File: src/rtl/mem_bus_arbiter_pkg.sv
// Shared types and defaults for the instruction/data memory bus arbiter.
package mem_bus_arbiter_pkg;

  localparam int DEFAULT_ADDR_W         = 32;
  localparam int DEFAULT_DATA_W         = 32;
  localparam int DEFAULT_TIMEOUT_CYCLES = 255;

  typedef enum logic [1:0] {
    IDLE,
    BUSY_I,
    BUSY_D
  } ArbState;

  typedef enum logic {
    GRANT_INSN,
    GRANT_DATA
  } GrantId;

endpackage

File: src/rtl/mem_arb_watchdog.sv
// Busy-cycle watchdog for mem_bus_arbiter; compiled only when MEM_ARB_TIMEOUT_EN is defined.
`ifdef MEM_ARB_TIMEOUT_EN
module mem_arb_watchdog
  import mem_bus_arbiter_pkg::*;
#(
  parameter int TIMEOUT_CYCLES = DEFAULT_TIMEOUT_CYCLES
) (
  input  logic clk,
  input  logic rst,
  input  logic start,
  input  logic busy,
  input  logic memAck,
  output logic expired
);

  localparam int CNT_W = $clog2(TIMEOUT_CYCLES + 1);

  logic [CNT_W-1:0] count;

  assign expired = busy && (count == CNT_W'(TIMEOUT_CYCLES));

  // Counts only unacknowledged busy cycles; parks at the limit until the next grant.
  always_ff @(posedge clk) begin
    if (rst || start) begin
      count <= '0;
    end else if (busy && !memAck && !expired) begin
      count <= count + CNT_W'(1);
    end
  end

endmodule
`endif

File: src/rtl/mem_bus_arbiter.sv
// Alternating-priority arbiter sharing one memory between fetch and load/store paths.
// Optional watchdog with forced completion: define MEM_ARB_TIMEOUT_EN.
module mem_bus_arbiter
  import mem_bus_arbiter_pkg::*;
#(
  parameter int ADDR_W         = DEFAULT_ADDR_W,
  parameter int DATA_W         = DEFAULT_DATA_W,
  parameter int TIMEOUT_CYCLES = DEFAULT_TIMEOUT_CYCLES
) (
  input  logic              clk,
  input  logic              rst,
  input  logic              iReq,
  input  logic [ADDR_W-1:0] iAddr,
  output logic              iAck,
  output logic [DATA_W-1:0] iRdData,
  input  logic              dReq,
  input  logic              dWe,
  input  logic [ADDR_W-1:0] dAddr,
  input  logic [DATA_W-1:0] dWrData,
  output logic              dAck,
  output logic [DATA_W-1:0] dRdData,
  output logic              memReq,
  output logic              memWe,
  output logic [ADDR_W-1:0] memAddr,
  output logic [DATA_W-1:0] memWrData,
  input  logic              memAck,
  input  logic [DATA_W-1:0] memRdData,
  output logic              busy,
  output logic              timeoutErr
);

  ArbState state, nextState;
  GrantId  lastGrant;
  logic    grantData, grantInsn, startGrant;
  logic    expired, done, forcedDone;

  // On a tie, data wins unless it was the last one served.
  assign grantData  = dReq && (!iReq || lastGrant == GRANT_INSN);
  assign grantInsn  = iReq && !grantData;
  assign startGrant = (state == IDLE) && (iReq || dReq);
  assign busy       = (state != IDLE);
  assign done       = busy && (memAck || expired);
  assign forcedDone = expired && !memAck;

`ifdef MEM_ARB_TIMEOUT_EN
  mem_arb_watchdog #(
    .TIMEOUT_CYCLES(TIMEOUT_CYCLES)
  ) u_watchdog (
    .clk    (clk),
    .rst    (rst),
    .start  (startGrant),
    .busy   (busy),
    .memAck (memAck),
    .expired(expired)
  );

  always_ff @(posedge clk) begin
    if (rst) begin
      timeoutErr <= 1'b0;
    end else if (forcedDone) begin
      timeoutErr <= 1'b1;
    end
  end
`else
  // Keeps the timeout parameter referenced in builds without a watchdog.
  assign expired    = 1'b0 && (TIMEOUT_CYCLES > 0);
  assign timeoutErr = 1'b0;
`endif

  assign iAck    = (state == BUSY_I) && done;
  assign dAck    = (state == BUSY_D) && done;
  assign iRdData = forcedDone ? '0 : memRdData;
  assign dRdData = forcedDone ? '0 : memRdData;

  always_comb begin
    // NOTE: assign the default first so every path drives nextState; otherwise a latch is inferred.
    nextState = state;
    unique case (state)
      IDLE: begin
        if (grantData) begin
          nextState = BUSY_D;
        end else if (grantInsn) begin
          nextState = BUSY_I;
        end
      end
      BUSY_I, BUSY_D: begin
        if (done) begin
          nextState = IDLE;
        end
      end
      default: nextState = IDLE;
    endcase
  end

  always_ff @(posedge clk) begin
    // NOTE: sequential state uses non-blocking assignments so every register samples pre-edge values.
    if (rst) begin
      state <= IDLE;
    end else begin
      state <= nextState;
    end
  end

  always_ff @(posedge clk) begin
    if (rst) begin
      memReq    <= 1'b0;
      memWe     <= 1'b0;
      memAddr   <= '0;
      memWrData <= '0;
      lastGrant <= GRANT_INSN;
    end else if (state == IDLE) begin
      if (grantData) begin
        memReq    <= 1'b1;
        memWe     <= dWe;
        memAddr   <= dAddr;
        memWrData <= dWrData;
      end else if (grantInsn) begin
        memReq  <= 1'b1;
        memWe   <= 1'b0;
        memAddr <= iAddr;
      end
    end else if (done) begin
      memReq    <= 1'b0;
      lastGrant <= (state == BUSY_D) ? GRANT_DATA : GRANT_INSN;
    end
  end

endmodule

File: config.mk
export PLATFORM = sky130hd
export DESIGN_NAME = mem_bus_arbiter
export DESIGN_NICKNAME = d
export VERILOG_FILES = /design/src/rtl/mem_bus_arbiter_pkg.sv /design/src/rtl/mem_arb_watchdog.sv /design/src/rtl/mem_bus_arbiter.sv
export SDC_FILE = /design/constraint.sdc
export NUM_CORES = 1
export LEC_CHECK = 0
export ABC_AREA = 1
export CORE_AREA = 2 2 105 107
export CTS_CLUSTER_DIAMETER = 50
export DETAILED_ROUTE_END_ITERATION = 6
export DIE_AREA = 0 0 107 109
export DONT_BUFFER_PORTS = 1
export PLACE_DENSITY_LB_ADDON = 0.08
export SYNTH_ARGS = -nofsm -noshare
export SYNTH_HDL_FRONTEND = slang
export SYNTH_SLANG_ARGS = --single-unit
File: constraint.sdc
create_clock -name clk -period 1.15 [get_ports clk]
set_input_delay 0.23 -clock clk [delete_from_list [all_inputs] [get_ports clk]]
set_output_delay 0.23 -clock clk [all_outputs]
set_load 0.005 [all_outputs]
# Yosys cells after proc, flatten, opt, wreduce, memory -nomap -nowiden
# Index checks and enable logic that the tools add are counted.
# op_classes
n_eq_ne	4
n_mux	13
bitwise	2
n_reduce_logical	18
# ops
op	count
32-bit 2-to-1 mux	2
2-bit AND reduction	5
1-bit 2-to-1 mux	7
2-bit 2-to-1 mux	3
2-bit nonzero test	3
1-bit logical AND	5
2-bit case mux with 2 select lines	1
3-bit != test, second input constant	1
2-bit by 1-bit equality test with 1-bit output, second input constant	1
2-bit equality test, second input constant	1
1-bit logical NOT	2
2-bit logical NOT	1
2-bit != test, second input constant	1
1-bit inverter	2
2-bit OR reduction	1
1-bit logical OR	1
# word_totals
reg_bits	69
input_bits	134
output_inout_bits	134
wordCells	43

# Depth between registers and ports, before layout
# Gate-level depths: netlist (run 1).
# logic_depth
word_depth	8
ltp_mapped	9
depth_no_buf	8

# Worst setup path before layout (run 1)
# No wires, ideal clock.
# synth_timing
path_type	reg-to-reg
start	register state[0]
end	register memWrData[10]
setup_ns	0.116
arrival_time_ns	1.170
t_required_ns	1.034
slack_ns	-0.136
path_stages_with_launch	9
n_path_buf	1
period_less_slack_ns	1.286
cell_sequence	dfxtp_1 inv_1 ha_1 inv_2 nor2_4 inv_2 buf_4 nor2_1 nor2_1
# synth_via
elab_chain_len	2
# synth_rtl
element	line	rtl
from (decl)	mem_bus_arbiter.sv:32	ArbState state, nextState;
from (signal assigned)	mem_bus_arbiter.sv:100	state <= nextState;
2-bit logical NOT	mem_bus_arbiter.sv:111	end else if (state == IDLE) begin
2-bit AND reduction (no source line)	--	
to (signal assigned)	mem_bus_arbiter.sv:116	memWrData <= dWrData;
to (decl)	mem_bus_arbiter.sv:25	output logic [DATA_W-1:0] memWrData,
# No other way between the ends.
# A chain may end at the register's enable or synchronous reset.

# Worst setup path after layout (run 1)
# layout_timing
start	register state[0]
end	register memWrData[3]
# Same word-level chain as after synthesis.

==> results of run 1 <==
[state kept, by name, summed over array words and instances (netlist names)]
name	count
memAddr	32
memWrData	32
state	2
lastGrant	1
memReq	1
memWe	1
[routing by layer]
layer | up-vias | global-route usage | wire, um
li1 | 1574 | - | -
met1 | 1427 | 0.215 | 4560
met2 | 127 | 0.295 | 5140
met3 | 15 | 0.0705 | 960
met4 | 0 | 0.0686 | 142
met5 | - | 0 | 0
[per-stage QoR]
stage | cells | hold slack (ns) | utilization | cell area (um2) | power, mW
finish | 691 | 0.0192 | 0.475 | 5030 | 7.67
global route | 691 | 0.00359 | 0.475 | 5030 | 8.15
CTS | 683 | 0.000526 | 0.442 | 4690 | 7.48
detailed placement | 616 | 0.301 | 0.319 | 3380 | 4.30
global placement | 616 | 0.301 | 0.319 | 3380 | 4.28
floorplan | 548 | 0.292 | - | 3660 | 4.17
[layout make-up]
type                       count  area share
inverter                      41      0.0350
clock inverter                 6      0.0124
clock buffer                  10      0.0273
sequential                    69       0.275
timing repair buffer          74       0.205
timing repair inverter         2     0.00547
tap                          140      0.0348
multi-input combinational    349       0.405
[cells in the final DEF (no fill, tap or decap), types with 2 or more instances in the layout]
cell type	count
nand2_2	27
buf_4	13
buf_6	7
inv_1	34
nand3_4	2
nor2_1	59
dfxtp_1	66
nand2_1	132
inv_2	4
o21ai_0	4
nor2_2	43
o21ai_2	19
buf_8	4
nor2_4	28
clkbuf_8	10
buf_16	7
a21oi_2	3
clkbuf_16	2
clkinvlp_4	3
nand2_8	3
buf_12	14
inv_8	2
dlygate4sd3_1	27
o21ai_1	9
clkinv_2	2
a21oi_1	2
dfxtp_2	3
nand2_4	12
[cells by family (layout without fill, tap and decap cells)]
group / after synthesis / count (layout)
other: 1 / 1
adders and majority gates: 3 / 3
and+or+nand+nor: 307 / 308
DFF: 69 / 69
buffers and inverters: 131 / 133
AOI/OAI and AO/OA: 37 / 37
[what timing repair did]
item                                    in CTS  in global routing
endpoints found under the hold margin       27                  4
endpoints found under the setup margin      70                 71
pin swaps                                   26                 25
gates resized for setup                    136                106
setup buffers                               14                 10
gates cloned                                14                  4
hold buffers                                23                  4
[report_power, final]
group / internal, mW / switching (mW)
clock: 1.05 / 0.960
sequential: 2.72 / 0.279
combinational: 1.28 / 1.37
total: 5.05 / 2.61
[critical path: stages (launching register included)]
cell and delay, ns:
dfxtp_2 0.34, inv_2 0.05, ha_4 0.16, inv_4 0.06
buf_4 0.11, nor2_4 0.04, buf_12 0.14, buf_12 0.13
buf_16 0.13, o21ai_2 0.13, nor2_1 0.06
[path summary, 6_finish.rpt]
kind	startpoint	end	slack, ns	cells after the start
worst max-delay path	state[0]	memWrData[3]	-0.31	10
worst min-delay path	dWrData[4]	memWrData[4]	0.02	2
worst max register to register	state[0]	memWrData[3]	-0.31	10
worst min register to register	lastGrant	lastGrant	0.50	2
==> impl_metrics.ini, run 1 <==
[status]
status = complete, but fails checks
failed_checks = negative setup slack

[cts]
insertion_delay_ns = 0.34
clk_path_buf_depth = 2
cts_tree = yes
cts.sinks = 69
cts_buffers = 9
clkTransAtPathRegs_ns = 0.08
htreeDepth = 3
cts_root_buf = clkbuf_8

[synth]
syn_area_um2 = 3640
synth-xor-area-share = 0
postSynthAreaPerCell_um2 = 6.64
yosys_warnings = 0
synth_top_area_cell = dfxtp_1
netlist_instances = 548
synth_compound_area_frac = 0.0509
synth_top_family_by_area = simple AND/OR/NAND/NOR gates
yosysMostFrequentCell = nand2_1
synthAdderAreaFrac = 0.0103
yosys.area_share.simple = 0.337
ys_top_cells_by_area = dfxtp_1, nand2_1, buf_4
synth.area.mux_share = 0
ys_seq_elements = 69
synth_top_area_share = 0.380
synth_edf_count = 0
synth.distinct_cells = 22
synthFlopType = dfxtp_1
synth-seq-area-share = 0.380
synth_nets = 685
synth_common_cells = nand2_1, nor2_1, dfxtp_1, buf_4, inv_1
synthArstFlopShare = 0

[global_routing]
grt_usage = 0.181
grt_pass1_wl_mm = 15.7
grt_max_degree = 45
grt_pass1_vias = 3105
grt_overflow = 0
antenna_found_initial = 0

[route]
drt-total-wl_mm = 10.8
ant_nets = 0
drc = 0
vias = 3143
drt_iter0_markers = 97
drt_first_pass_iters = 4
via_per_inst = 4.55
wl_per_cell_um = 15.6

[critical_path]
crit_required_ns = 1.39
path_class = reg -> reg
end_kind = flip-flop
crit_path_max_fanout = 4
critPathLaunchType = flip-flop
arrival_ns = 1.70

[layout]
nets = 683
drive_gt1_frac = 0.390
diodes = 0
fillCellCount = 1053
seq_area_um2 = 1390
syn_to_final_growth_pct = 38.5
multiInputGateArea_um2 = 2040

[sta]
skew_ns = 0.00552
maxSlewViolCount = 0
setup_viol = 71
period_needed_ns = 1.46
tns_ns = -16.79
rsz0062_at_grt = yes
finalWorstSetupSlack_ns = -0.308
hold_viol_final = 0
post-route-period-util = 1.27
fmax_mhz = 686

[pwr]
power_density_nw_per_um2 = 1520
vdd_drop_max_uv = 661
leakage_nw = 2.24

[hold_path]
hp-class = in -> reg

[placed_design]
routabilityCongestion = 0.701
pre_cts_ws_ns = -0.235
io_buffers = 0
post-dp-hpwl_mm = 5.80

[floorplan]
rows = 38
core_um2 = 10600
ioPinCount = 268
dieArea_um2 = 11700
initial_utilization = 0.343
die-height_um = 109
die_w_um = 107

[job]
maxCapViolations = 0
(Power assumes the default switching activity.)
==> run 2: changes to the inputs <==
--- a/constraint.sdc
+++ b/constraint.sdc
@@ -3,2 +3,2 @@
 set_output_delay 0.23 -clock clk [all_outputs]
-set_load 0.005 [all_outputs]
+set_load 0.02 [all_outputs]
==> run 2 against run 1 <==
Compared with the run above:
- the flow still finishes with violations (negative setup slack)
- setup slack gained 0.027 ns
- total power rose by 3.0%
- sequential power is 10% higher
- die area stayed put
- first-iteration DRC count grew 4.1%
- clock skew is essentially flat
- clock-buffer cell count did not move
- combinational power is 5% higher
- core utilization fell by 0.28 points
- sequential cell count is the same
- fmax increased by 1.9%
- wire length decreased by 5.7%
==> impl_metrics.ini, run 2 (synthesis gave the netlist of run 1 again) <==
[status]
status = complete, but fails checks
failed_checks = negative setup slack

[sta]
tns_ns = -14.79
rsz0062_at_grt = yes
hold_viol_final = 0
post-route-period-util = 1.24
skew_ns = 0.00576
finalWorstSetupSlack_ns = -0.280
setup_viol = 71
hold_slack_ns = 0.0214
period_needed_ns = 1.43
fmax_mhz = 699
maxSlewViolCount = 0

[layout]
diodes = 0
syn_to_final_growth_pct = 37.6
nets = 684
final_util = 0.472
fillCellCount = 1033
drive_gt1_frac = 0.313
top_regs = memAddr x32, memWrData x32, state x2
most-common-layout-cells = nand2_1, dfxtp_1, nor2_1
final_common_cell = nand2_1

[pwr]
p_total_mw = 7.90
power_density_nw_per_um2 = 1580
leakage_nw = 2.21
vdd_drop_max_uv = 786

[cts]
clk_path_buf_depth = 2
insertion_delay_ns = 0.34
cts.sinks = 69
cts_buffers = 9
cts_root_buf = clkbuf_8
clkTransAtPathRegs_ns = 0.08
cts_tree = yes
htreeDepth = 3

[placed_design]
routabilityCongestion = 0.727
io_buffers = 0
pre_cts_ws_ns = -0.199
post-dp-hpwl_mm = 5.86

[hold_path]
hp-class = in -> reg
hp-start = dWrData[6]

[job]
maxCapViolations = 0

[global_routing]
grt_max_degree = 33
antenna_found_initial = 0
grt_pass1_wl_mm = 16.1
grt_usage = 0.180
grt_overflow = 0
grt_pass1_vias = 3211

[critical_path]
arrival_ns = 1.20
r2r-end = memWrData[5]
reg2reg_from = state[1]
critPathLaunchType = flip-flop
end_kind = output pin
crit_path_max_fanout = 2
crit_end = iAck
cp-startpoint = state[1]
reg2reg_slack_ns = -0.27
r2r_cells = 10
crit_required_ns = 0.92
path_class = reg -> out

[route]
ant_nets = 0
drt_first_pass_iters = 4
via_per_inst = 4.48
wl_per_cell_um = 14.7
drt_iter0_markers = 101
drc = 0
drt-total-wl_mm = 10.2
vias = 3103

[floorplan]
die-height_um = 109
ioPinCount = 268
dieArea_um2 = 11700
die_w_um = 107
initial_utilization = 0.343
core_um2 = 10600
rows = 38
[run 2: changes by cell type in the layout (fill, tap and decap cells not counted), sizes merged]
cell / change
inv: +1
clkinvlp: -1
dlygate4sd3: +3
clkbuf: -2
bufinv: -1
clkinv: +1
[run 2: how the worst min path moves through the flow]
stage	slack [ns]	cells after the start	endpoint
6_report	0.02	2	memWrData[6]
5_1_grt	0.01	2	memWrData[3]
4_1_cts	0.002	2	memWrData[3]
3_5_place_dp	0.30	1	state[1]
3_3_place_gp	0.29	1	state[0]
2_1_floorplan	0.29	1	state[0]
[run 2: area by class of cell]
| type | instances | area, um2 | share of cell area |
|---|---|---|---|
| clock buffers | 10 | 138 | 0.0275 |
| clock inverters | 6 | 38.8 | 0.00775 |
| inverters | 41 | 178 | 0.0355 |
| multi-input cells | 349 | 1990 | 0.398 |
| flip-flops and latches | 69 | 1390 | 0.277 |
| well taps | 140 | 175 | 0.0350 |
| repair buffers | 75 | 1060 | 0.213 |
| repair inverters | 2 | 36.3 | 0.00725 |
[run 2: timing repair]
action / in CTS / in global routing
gates resized for setup: 150 / 24
setup endpoints to repair: 70 / 71
pin swaps: 42 / 6
hold buffers: 30 / 0
endpoints found under the hold margin: 33 / 0
setup buffers: 18 / 0
cloned: 12 / 0
[run 2: critical path, cell delays in order, from the launching register on]
cell and delay, ns:
dfxtp_2 0.33, inv_2 0.07, buf_4 0.10, ha_1 0.14
inv_2 0.04, nor2_4 0.17
[run 2: routing by layer]
metal  part of all wire  up-vias  wire, um  GRT usage
li1                   -     1578         -          -
met5                  0        -         0          0
met2               0.49      141      4980      0.307
met3              0.091        9       931     0.0592
met1               0.41     1375      4160      0.207
met4              0.012        0       125     0.0770
[run 2: through the flow]
stage | cell area (um2) | instances
after floorplan | 3680 | 548
after global placement | 3420 | 618
after detailed placement | 3420 | 618
after CTS | 4910 | 693
after global routing | 5000 | 692
final | 5000 | 692
[run 2: power by group]
group / switching [mW] / internal [mW]
clock: 0.973 / 0.833
sequential: 0.583 / 2.72
combinational: 1.40 / 1.39
